$ cat config.mk
export PLATFORM = sky130hd
export DESIGN_NAME = aes_rkey_sched_ctrl
export DESIGN_NICKNAME = d
export VERILOG_FILES = /design/src/rtl/aes_dec_pkg.sv /design/src/rtl/aes_rkey_regfile.sv /design/src/rtl/aes_rkey_sched_ctrl.sv
export SDC_FILE = /design/constraint.sdc
export NUM_CORES = 2
export LEC_CHECK = 0
export BUFFER_PORTS_ARGS = -buffer_cell sky130_fd_sc_hd__buf_2
export CORE_MARGIN = 3
export CORE_UTILIZATION = 44
export CTS_CLUSTER_SIZE = 40
export DETAILED_ROUTE_END_ITERATION = 8
export PLACE_DENSITY = 0.73
export RECOVER_POWER = 100
export SLEW_MARGIN = 5
export SYNTH_ARGS = -nofsm -noshare
export SYNTH_HDL_FRONTEND = slang
export SYNTH_HIERARCHICAL = 1
export SYNTH_SLANG_ARGS = --single-unit
$ cat constraint.sdc
create_clock -name clk -period 15 [get_ports clk]
set_input_delay 1.5 -clock clk [delete_from_list [all_inputs] [get_ports clk]]
set_output_delay 1.5 -clock clk [all_outputs]
set_load 0.02 [all_outputs]
$ cat src/rtl/aes_dec_pkg.sv
// Shared constants and types for the AES-256 decryption key path.
package aes_dec_pkg;

    localparam int NR    = 14;
    localparam int KEY_W = 256;
    localparam int RK_W  = 128;
    localparam int IDX_W = 4;

    localparam logic [IDX_W-1:0] LAST_IDX = IDX_W'(NR);

    typedef logic [0:RK_W-1] rkey_t;

    typedef enum logic [2:0] {
        IDLE,
        LAUNCH,
        CAPTURE,
        READY,
        STREAM
    } sched_state_e;

endpackage

$ cat src/rtl/aes_rkey_regfile.sv
// Round-key store: NR+1 entries, one synchronous write port, one combinational read port.
module aes_rkey_regfile
    import aes_dec_pkg::*;
(
    input  logic             clk,
    input  logic             we,
    input  logic [IDX_W-1:0] waddr,
    input  logic [RK_W-1:0]  wdata,
    input  logic [IDX_W-1:0] raddr,
    output logic [RK_W-1:0]  rdata
);

    rkey_t mem [0:NR];

    // NOTE: the key storage is deliberately not reset; key_valid alone says whether its contents mean anything.
    always_ff @(posedge clk) begin
        if (we && waddr <= LAST_IDX) begin
            mem[waddr] <= wdata;
        end
    end

    assign rdata = (raddr <= LAST_IDX) ? mem[raddr] : '0;

endmodule

$ cat src/rtl/aes_rkey_sched_ctrl.sv
// Key-load / round-key capture / reverse-order streaming controller for AES-256 decryption.
module aes_rkey_sched_ctrl
    import aes_dec_pkg::*;
(
    input  logic             clk,
    input  logic             rst,
    input  logic [KEY_W-1:0] key_in,
    input  logic             key_vld,
    output logic             key_rdy,
    output logic [KEY_W-1:0] exp_kt,
    output logic             exp_kt_vld,
    input  logic             exp_kt_rdy,
    input  logic [RK_W-1:0]  exp_rkey,
    input  logic             exp_rkey_vld,
    input  logic             exp_rkey_last,
    output logic             key_valid,
    output logic             key_err,
    input  logic             strm_start,
    output logic             strm_rdy,
    output logic [RK_W-1:0]  rk_data,
    output logic [IDX_W-1:0] rk_idx,
    output logic             rk_vld,
    input  logic             rk_rdy,
    output logic             rk_last
);

    sched_state_e     state;
    logic [IDX_W-1:0] cnt;
    logic [IDX_W-1:0] rd_ptr;
    logic             key_accept;
    logic             rf_we;
    logic [IDX_W-1:0] rf_waddr;
    logic [IDX_W-1:0] rf_raddr;
    logic [RK_W-1:0]  rf_rdata;

    assign key_rdy    = (state == IDLE || state == READY) && !strm_start;
    assign strm_rdy   = (state == READY);
    assign key_accept = key_vld && key_rdy;

    // Round key 0 arrives in the launch handshake cycle itself, so slot 0 is written there.
    assign rf_we    = (state == LAUNCH && exp_kt_rdy) || (state == CAPTURE && exp_rkey_vld);
    assign rf_waddr = (state == LAUNCH) ? '0 : cnt;
    // Outside STREAM the read port looks at slot NR so the first beat can load on stream entry.
    assign rf_raddr = (state == STREAM) ? rd_ptr - IDX_W'(1) : LAST_IDX;

    aes_rkey_regfile u_regfile (
        .clk   (clk),
        .we    (rf_we),
        .waddr (rf_waddr),
        .wdata (exp_rkey),
        .raddr (rf_raddr),
        .rdata (rf_rdata)
    );

    // NOTE: all state lives in this one clocked block with non-blocking assignments so every register sees pre-edge values.
    always_ff @(posedge clk) begin
        if (rst) begin
            state      <= IDLE;
            key_valid  <= 1'b0;
            key_err    <= 1'b0;
            rk_vld     <= 1'b0;
            rk_last    <= 1'b0;
            exp_kt_vld <= 1'b0;
            rk_idx     <= '0;
            rk_data    <= '0;
            cnt        <= '0;
            rd_ptr     <= '0;
        end else begin
            case (state)
                IDLE, READY: begin
                    if (state == READY && strm_start) begin
                        state   <= STREAM;
                        rd_ptr  <= LAST_IDX;
                        rk_data <= rf_rdata;
                        rk_idx  <= LAST_IDX;
                        rk_vld  <= 1'b1;
                        rk_last <= 1'b0;
                    end else if (key_accept) begin
                        exp_kt     <= key_in;
                        exp_kt_vld <= 1'b1;
                        key_valid  <= 1'b0;
                        key_err    <= 1'b0;
                        state      <= LAUNCH;
                    end
                end
                LAUNCH: begin
                    if (exp_kt_rdy) begin
                        exp_kt_vld <= 1'b0;
                        cnt        <= IDX_W'(1);
                        state      <= CAPTURE;
                    end
                end
                CAPTURE: begin
                    if (exp_rkey_vld) begin
                        if (exp_rkey_last) begin
                            if (cnt == LAST_IDX) begin
                                key_valid <= 1'b1;
                                state     <= READY;
                            end else begin
                                key_err   <= 1'b1;
                                key_valid <= 1'b0;
                                state     <= IDLE;
                            end
                        end else if (cnt == LAST_IDX) begin
                            key_err <= 1'b1;
                            state   <= IDLE;
                        end else begin
                            cnt <= cnt + IDX_W'(1);
                        end
                    end
                end
                STREAM: begin
                    if (rk_rdy) begin
                        if (rk_last) begin
                            rk_vld  <= 1'b0;
                            rk_last <= 1'b0;
                            state   <= READY;
                        end else begin
                            rd_ptr  <= rd_ptr - IDX_W'(1);
                            rk_data <= rf_rdata;
                            rk_idx  <= rd_ptr - IDX_W'(1);
                            rk_last <= (rd_ptr == IDX_W'(1));
                        end
                    end
                end
                default: state <= IDLE;
            endcase
        end
    end

endmodule

# --- After elaboration in Yosys (flattened, before gate mapping) ---
# Memory sizes are Yosys's and may differ from the RTL's.
# Cells that the tools add are included.
word_totals:
  ff_bits: 400
  latch_bits: 0
  ram_bits: 1920
  mem_bits_ro: 0
  output_inout_bits: 395
  word_cells: 112
  memories: 1
op_classes:
  addsub: 2
  mul: 0
  div: 0
  n_lt_le_gt_ge: 2
  n_eq_ne: 20
  shift: 0
  n_mux: 51
  n_bitwise: 2
  n_reduce_logical: 24
mem_list:
  columns: ["name", "words", "word_bits", "read_ports", "rd_clocked_by_memory_dff", "write_ports", "line_no", "text"]
  rows:
  - ["u_regfile.mem", 15, 128, 1, 0, 1, "aes_rkey_regfile.sv:13", "rkey_t mem [0:NR];"]
op_table:
  columns: ["cell", "n"]
  rows:
  - ["$mux W128", 4]
  - ["$pmux W128 S2", 1]
  - ["$mux W4", 9]
  - ["$mux W3", 8]
  - ["$ne A2 B2 Y1 const B", 11]
  - ["$mux W1", 20]
  - ["$pmux W4 S2", 2]
  - ["$reduce_and A4 Y1", 4]
  - ["$pmux W3 S4", 1]
  - ["$reduce_and A6 Y1", 2]
  - ["$pmux W1 S2", 5]
  - ["$reduce_and A5 Y1", 2]
  - ["$le A4 B4 Y1 const B", 2]
  - ["$reduce_bool A2 Y1", 4]
  - ["$eq A3 B2 Y1 const B", 2]
  - ["$logic_and A1 B1 Y1", 6]
  - ["$ne A3 B3 Y1 const B", 2]
  - ["$add A4 B1 Y4 const B", 1]
  - ["$eq A4 B1 Y1 const B", 1]
  - ["$eq A4 B4 Y1 const B", 1]
  - ["$sub A4 B1 Y4 const B", 1]
  - ["$eq A3 B1 Y1 const B", 1]
  - ["$eq A3 B3 Y1 const B", 1]
  - ["$logic_not A3 Y1", 1]
  - ["7 further kinds", 9]

# --- Longest topological paths before layout ---
logic_depth:
  depth_word: 7
  mapped_depth: 13
  mapped_depth_nobuf: 10

# --- By module ---
# Netlist, hierarchy kept.
by_module_without_submodules:
  columns: ["mod", "n_inst", "cells_each", "area_per_inst_um2", "seq_area_each_um2"]
  rows:
  - ["aes_rkey_regfile", 1, 3570, 72998.8, 57655.3]
  - ["aes_rkey_sched_ctrl", 1, 943, 13178.9, 10570.1]

# --- Least setup slack after synthesis ---
# OpenSTA, ideal clock, no wires.
synth_path:
  path_kind: "input-to-reg"
  from: "input rst"
  to: "register exp_kt[0] (enable)"
  setup_ps: 877
  t_arrival_ps: 12515
  path_slack_ps: 1609
  cell_stages: 3
  n_path_buf: 2
  cell_sequence: "clkbuf_1 clkbuf_1 nor2_1"
synth_between:
  elab_chain_len: 2
synth_rtl:
  columns: ["item", "line_no", "text"]
  rows:
  - ["from (decl)", "aes_rkey_sched_ctrl.sv:6", "input logic rst,"]
  - ["$not A1 Y1 (no line)", null, null]
  - ["$reduce_and A4 Y1 (no line)", null, null]
  - ["to (signal assigned)", "aes_rkey_sched_ctrl.sv:79", "exp_kt <= key_in;"]
  - ["to (decl)", "aes_rkey_sched_ctrl.sv:10", "output logic [KEY_W-1:0] exp_kt,"]
# Every way passes these cells.
# A chain may end at the register's enable or synchronous reset.

# --- Worst setup path in the final report ---
layout_path:
  from: "register state[0]"
  to: "memory u_regfile/mem[14][42] in the netlist's numbering (enable)"
layout_between:
  elab_chain_len: 6
  elab_cells_between_ends: 10
layout_rtl:
  columns: ["item", "line_no", "text"]
  rows:
  - ["from (decl)", "aes_rkey_sched_ctrl.sv:27", "sched_state_e state;"]
  - ["from (signal assigned)", "aes_rkey_sched_ctrl.sv:58", "state <= IDLE;"]
  - ["from (signal assigned)", "aes_rkey_sched_ctrl.sv:72", "state <= STREAM;"]
  - ["from (signal assigned)", "aes_rkey_sched_ctrl.sv:83", "state <= LAUNCH;"]
  - ["$eq A3 B1 Y1 (*)", "aes_rkey_sched_ctrl.sv:42", "assign rf_waddr = (state == LAUNCH) ? '0 : cnt;"]
  - ["$mux W4 (*)", "aes_rkey_sched_ctrl.sv:42", null]
  - ["via rf_waddr[0]", "aes_rkey_sched_ctrl.sv:32", "logic [IDX_W-1:0] rf_waddr;"]
  - ["$le A4 B4 Y1", "aes_rkey_regfile.sv:17", "if (we && waddr <= LAST_IDX) begin"]
  - ["$logic_and A1 B1 Y1", "aes_rkey_regfile.sv:17", null]
  - ["$mux W1", "aes_rkey_regfile.sv:17", null]
  - ["$mux W1 (not written as such)", "aes_rkey_regfile.sv:18", "mem[waddr] <= wdata;"]
  - ["to (decl)", "aes_rkey_regfile.sv:13", null]
# The timed path passes the listed nets; every way through them passes the cells marked *.

==> flow_summary.json <==
{
  "status": "finished, violations left",
  "violations": "max-capacitance violations, max-slew violations",
  "hold_class": "flop to flop",
  "syn_avg_cell_area_um2": 19.1,
  "worstHoldPathCells": 2,
  "dp_hpwl_mm": 143,
  "cp.arrival_ns": 10.60,
  "first_pass_iters": 5,
  "cp_cell_sequence": "nor3b_1, nor2_1, nand2b_1, nor2_1, clkbuf_1, buf_4",
  "ys_seq_area_share_pct": 79.2,
  "crit_fanout": 76,
  "drive_gt1_share_pct": 16.2,
  "cp-start-kind": "flop",
  "fin_crit_ns": 10.13,
  "start_util_pct": 44.5,
  "cap_violations": 49,
  "ff2ff_setup_slack_ns": 4.87,
  "hold-path-endpoint": "rk_data[9]",
  "first_iter_violations": 4644,
  "dieHeight_um": 449,
  "clock_skew_ns": 0.0585,
  "clock_sinks": 2320,
  "async_flop_share_pct": 0,
  "drc": 0,
  "worst_hold_slack_ns": 0.452,
  "ctsResizeCount": 0,
  "period_share_pct": 67.6,
  "maxSlewHeadroom_pct": -390,
  "core_area_mm2": 0.194,
  "crit_buf_inv": 2,
  "grt-ovfl-total": 0,
  "wl_mm": 246,
  "cpMaxStageDelayCell": "clkbuf_1",
  "finalHoldViolCount": 0,
  "cts-root-buf": "clkbuf_16",
  "cp_common_cell": "nor2_1",
  "cts.clk_slew.worst_paths_ns": 0.07,
  "first_global_vias": 46500,
  "routedWlPerCell_um": 30.1,
  "syn_area_mm2": 0.0862,
  "fin_nets": 5737,
  "fmax_mhz": 98.7,
  "cts_setup_buffers": 0,
  "worstReg2RegStart": "state[0]",
  "required_ns": 15.46,
  "worstSetupPathType": "flop to flop",
  "cts_hold_buf": 0,
  "ys.flop_type": "edfxtp_1",
  "die_area_mm2": 0.201,
  "pwr_density_cell_mw_per_mm2": 137,
  "leakagePower_nw": 32.3,
  "cts_buffer_depth": 3,
  "r2r_end": "u_regfile/mem[14][42]",
  "slew_violations": 1956,
  "num_vias": 46800,
  "reg2reg_depth": 6,
  "grt_max_degree": 171,
  "vias_per_cell": 5.71,
  "clk_latency_ns": 0.88,
  "ir_worst_vdd_mv": 0.104,
  "cpPeakStageDelay_ns": 5.16,
  "finalSetupViolCount": 0,
  "place_ws_ns": 9.14,
  "hp-start": "rk_data[9]",
  "antenna_found_initial": 108,
  "path_delay_family": "buffers and inverters",
  "power_mw": 13.7,
  "tightest_slew_ns": 7.35,
  "track_usage_pct": 24.0,
  "cts_tree": "built",
  "area.growth.synth_to_final_pct": 15.7,
  "fin_tns_setup_ns": 0,
  "final_util_pct": 51.5,
  "postSynthNetCount": 4909,
  "ys_warn_count": 6,
  "synth_seq_cells": 2320,
  "synthDistinctLibCells": 61,
  "ant_nets": 0,
  "io_pins": 787,
  "numPortBuffers": 786,
  "cts_made_buffers": 226,
  "h-tree-depth": 4,
  "rsz0062_at_grt": "false",
  "synth_cells": 4513,
  "fp.dieW_um": 449,
  "grt_pass1_wl_mm": 347,
  "synth_edf_count": 2176,
  "fin_ws_ns": 4.87,
  "critPathCaptureType": "flop",
  "rows": 161,
  "place_congestion": 1.02
}
==> synthesized netlist by cell type, types with 7 or more instances <==
library cell / instances / area [um^2]
mux2i_1: 384 / 3840
nor2_1: 150 / 563
edfxtp_1: 2176 / 65300
a221oi_1: 127 / 1110
o21ai_0: 71 / 355
nand2_1: 397 / 1490
nor2b_1: 7 / 43.8
o211ai_1: 128 / 961
clkbuf_1: 92 / 345
o21ai_1: 59 / 295
dfxtp_1: 144 / 2880
mux4_2: 256 / 5770
buf_1: 19 / 71.3
buf_4: 34 / 255
buf_2: 80 / 400
buf_6: 40 / 450
nor3_1: 9 / 45.0
a21oi_1: 264 / 1320
==> report_power, final <==
part | total, mW | internal, mW | switching, mW
registers | 7.33 | 7.26 | 0.0635
clock network | 5.86 | 3.41 | 2.46
logic | 0.510 | 0.121 | 0.389
total | 13.7 | 10.8 | 2.91
==> metrics by stage <==
step	cell area (um^2)	std cells
2_1_floorplan	86200	4513
3_3_place_gp	92700	7721
3_5_place_dp	92700	7721
4_1_cts	101000	8150
5_1_grt	99700	8184
6_report	99700	8196
==> worst register-to-register path: stages, from the launching register on <==
cell      delay, ns
dfxtp_1        0.68
nor3b_1        0.59
nor2_1         0.27
nand2b_1       0.36
nor2_1         1.20
clkbuf_1       5.17
buf_4          1.40
==> layout by cell type (no fill, tap or decap), types with 127 or more instances in the layout <==
| master | instances |
|---|---|
| dfxtp_1 | 144 |
| clkbuf_16 | 233 |
| mux4_2 | 256 |
| edfxtp_1 | 2176 |
| mux2i_1 | 384 |
| nor2_1 | 146 |
| a221oi_1 | 127 |
| o211ai_1 | 128 |
| buf_2 | 224 |
| nand2_1 | 395 |
| clkbuf_1 | 647 |
| a21oi_1 | 265 |
==> routing by layer <==
metal  share of wire (%)  track usage, %  up-vias
li1                    -               -    19800
met4                 4.6            11.0       24
met3                 7.6            5.03      508
met2                  53            42.6     2277
met1                  35            27.8    24200
met5               0.069               0        -
==> worst max-delay path by stage <==
stage,slack (ns),start,depth (start not counted),to
after global routing,4.61,state[0],6,u_regfile/mem[14][42]
after floorplan,1.61,rst,3,exp_kt[0]
after CTS,9.13,state[2],10,rk_data[60]
after detailed placement,9.14,state[2],10,rk_data[63]
final,4.87,state[0],6,u_regfile/mem[14][42]
after global placement,9.27,state[2],10,rk_data[66]
==> flip-flops by register name (all words and copies together), names as in the netlist, 3 cells and up <==
register	count
rd_ptr	4
cnt	4
exp_kt	256
state	3
u_regfile/mem	1920
rk_data	128
==> area by class of cell <==
type / count / area [um^2]
Multi-Input combinational cell: 1923 / 16400
Tap cell: 2608 / 3260
Sequential cell: 2320 / 68200
Clock buffer: 300 / 6300
Clock inverter: 129 / 1560
Inverter: 5 / 18.8
Antenna cell: 46 / 115
Timing Repair Buffer: 865 / 3760
Fill cell: 15500 / 93900
==> logic make-up after synthesis <==
group	Yosys count	share of synthesized area [%]
flip-flops	2320	79.2
AO/OA/AOI/OAI	670	4.89
multiplexers	641	11.2
AND/OR/NAND/NOR	605	2.90
buffers and inverters	270	1.79
adder cells (fa/ha/maj)	4	0.0581
XOR/XNOR	3	0.0305
Note: power is estimated with default switching activity, not from simulation.
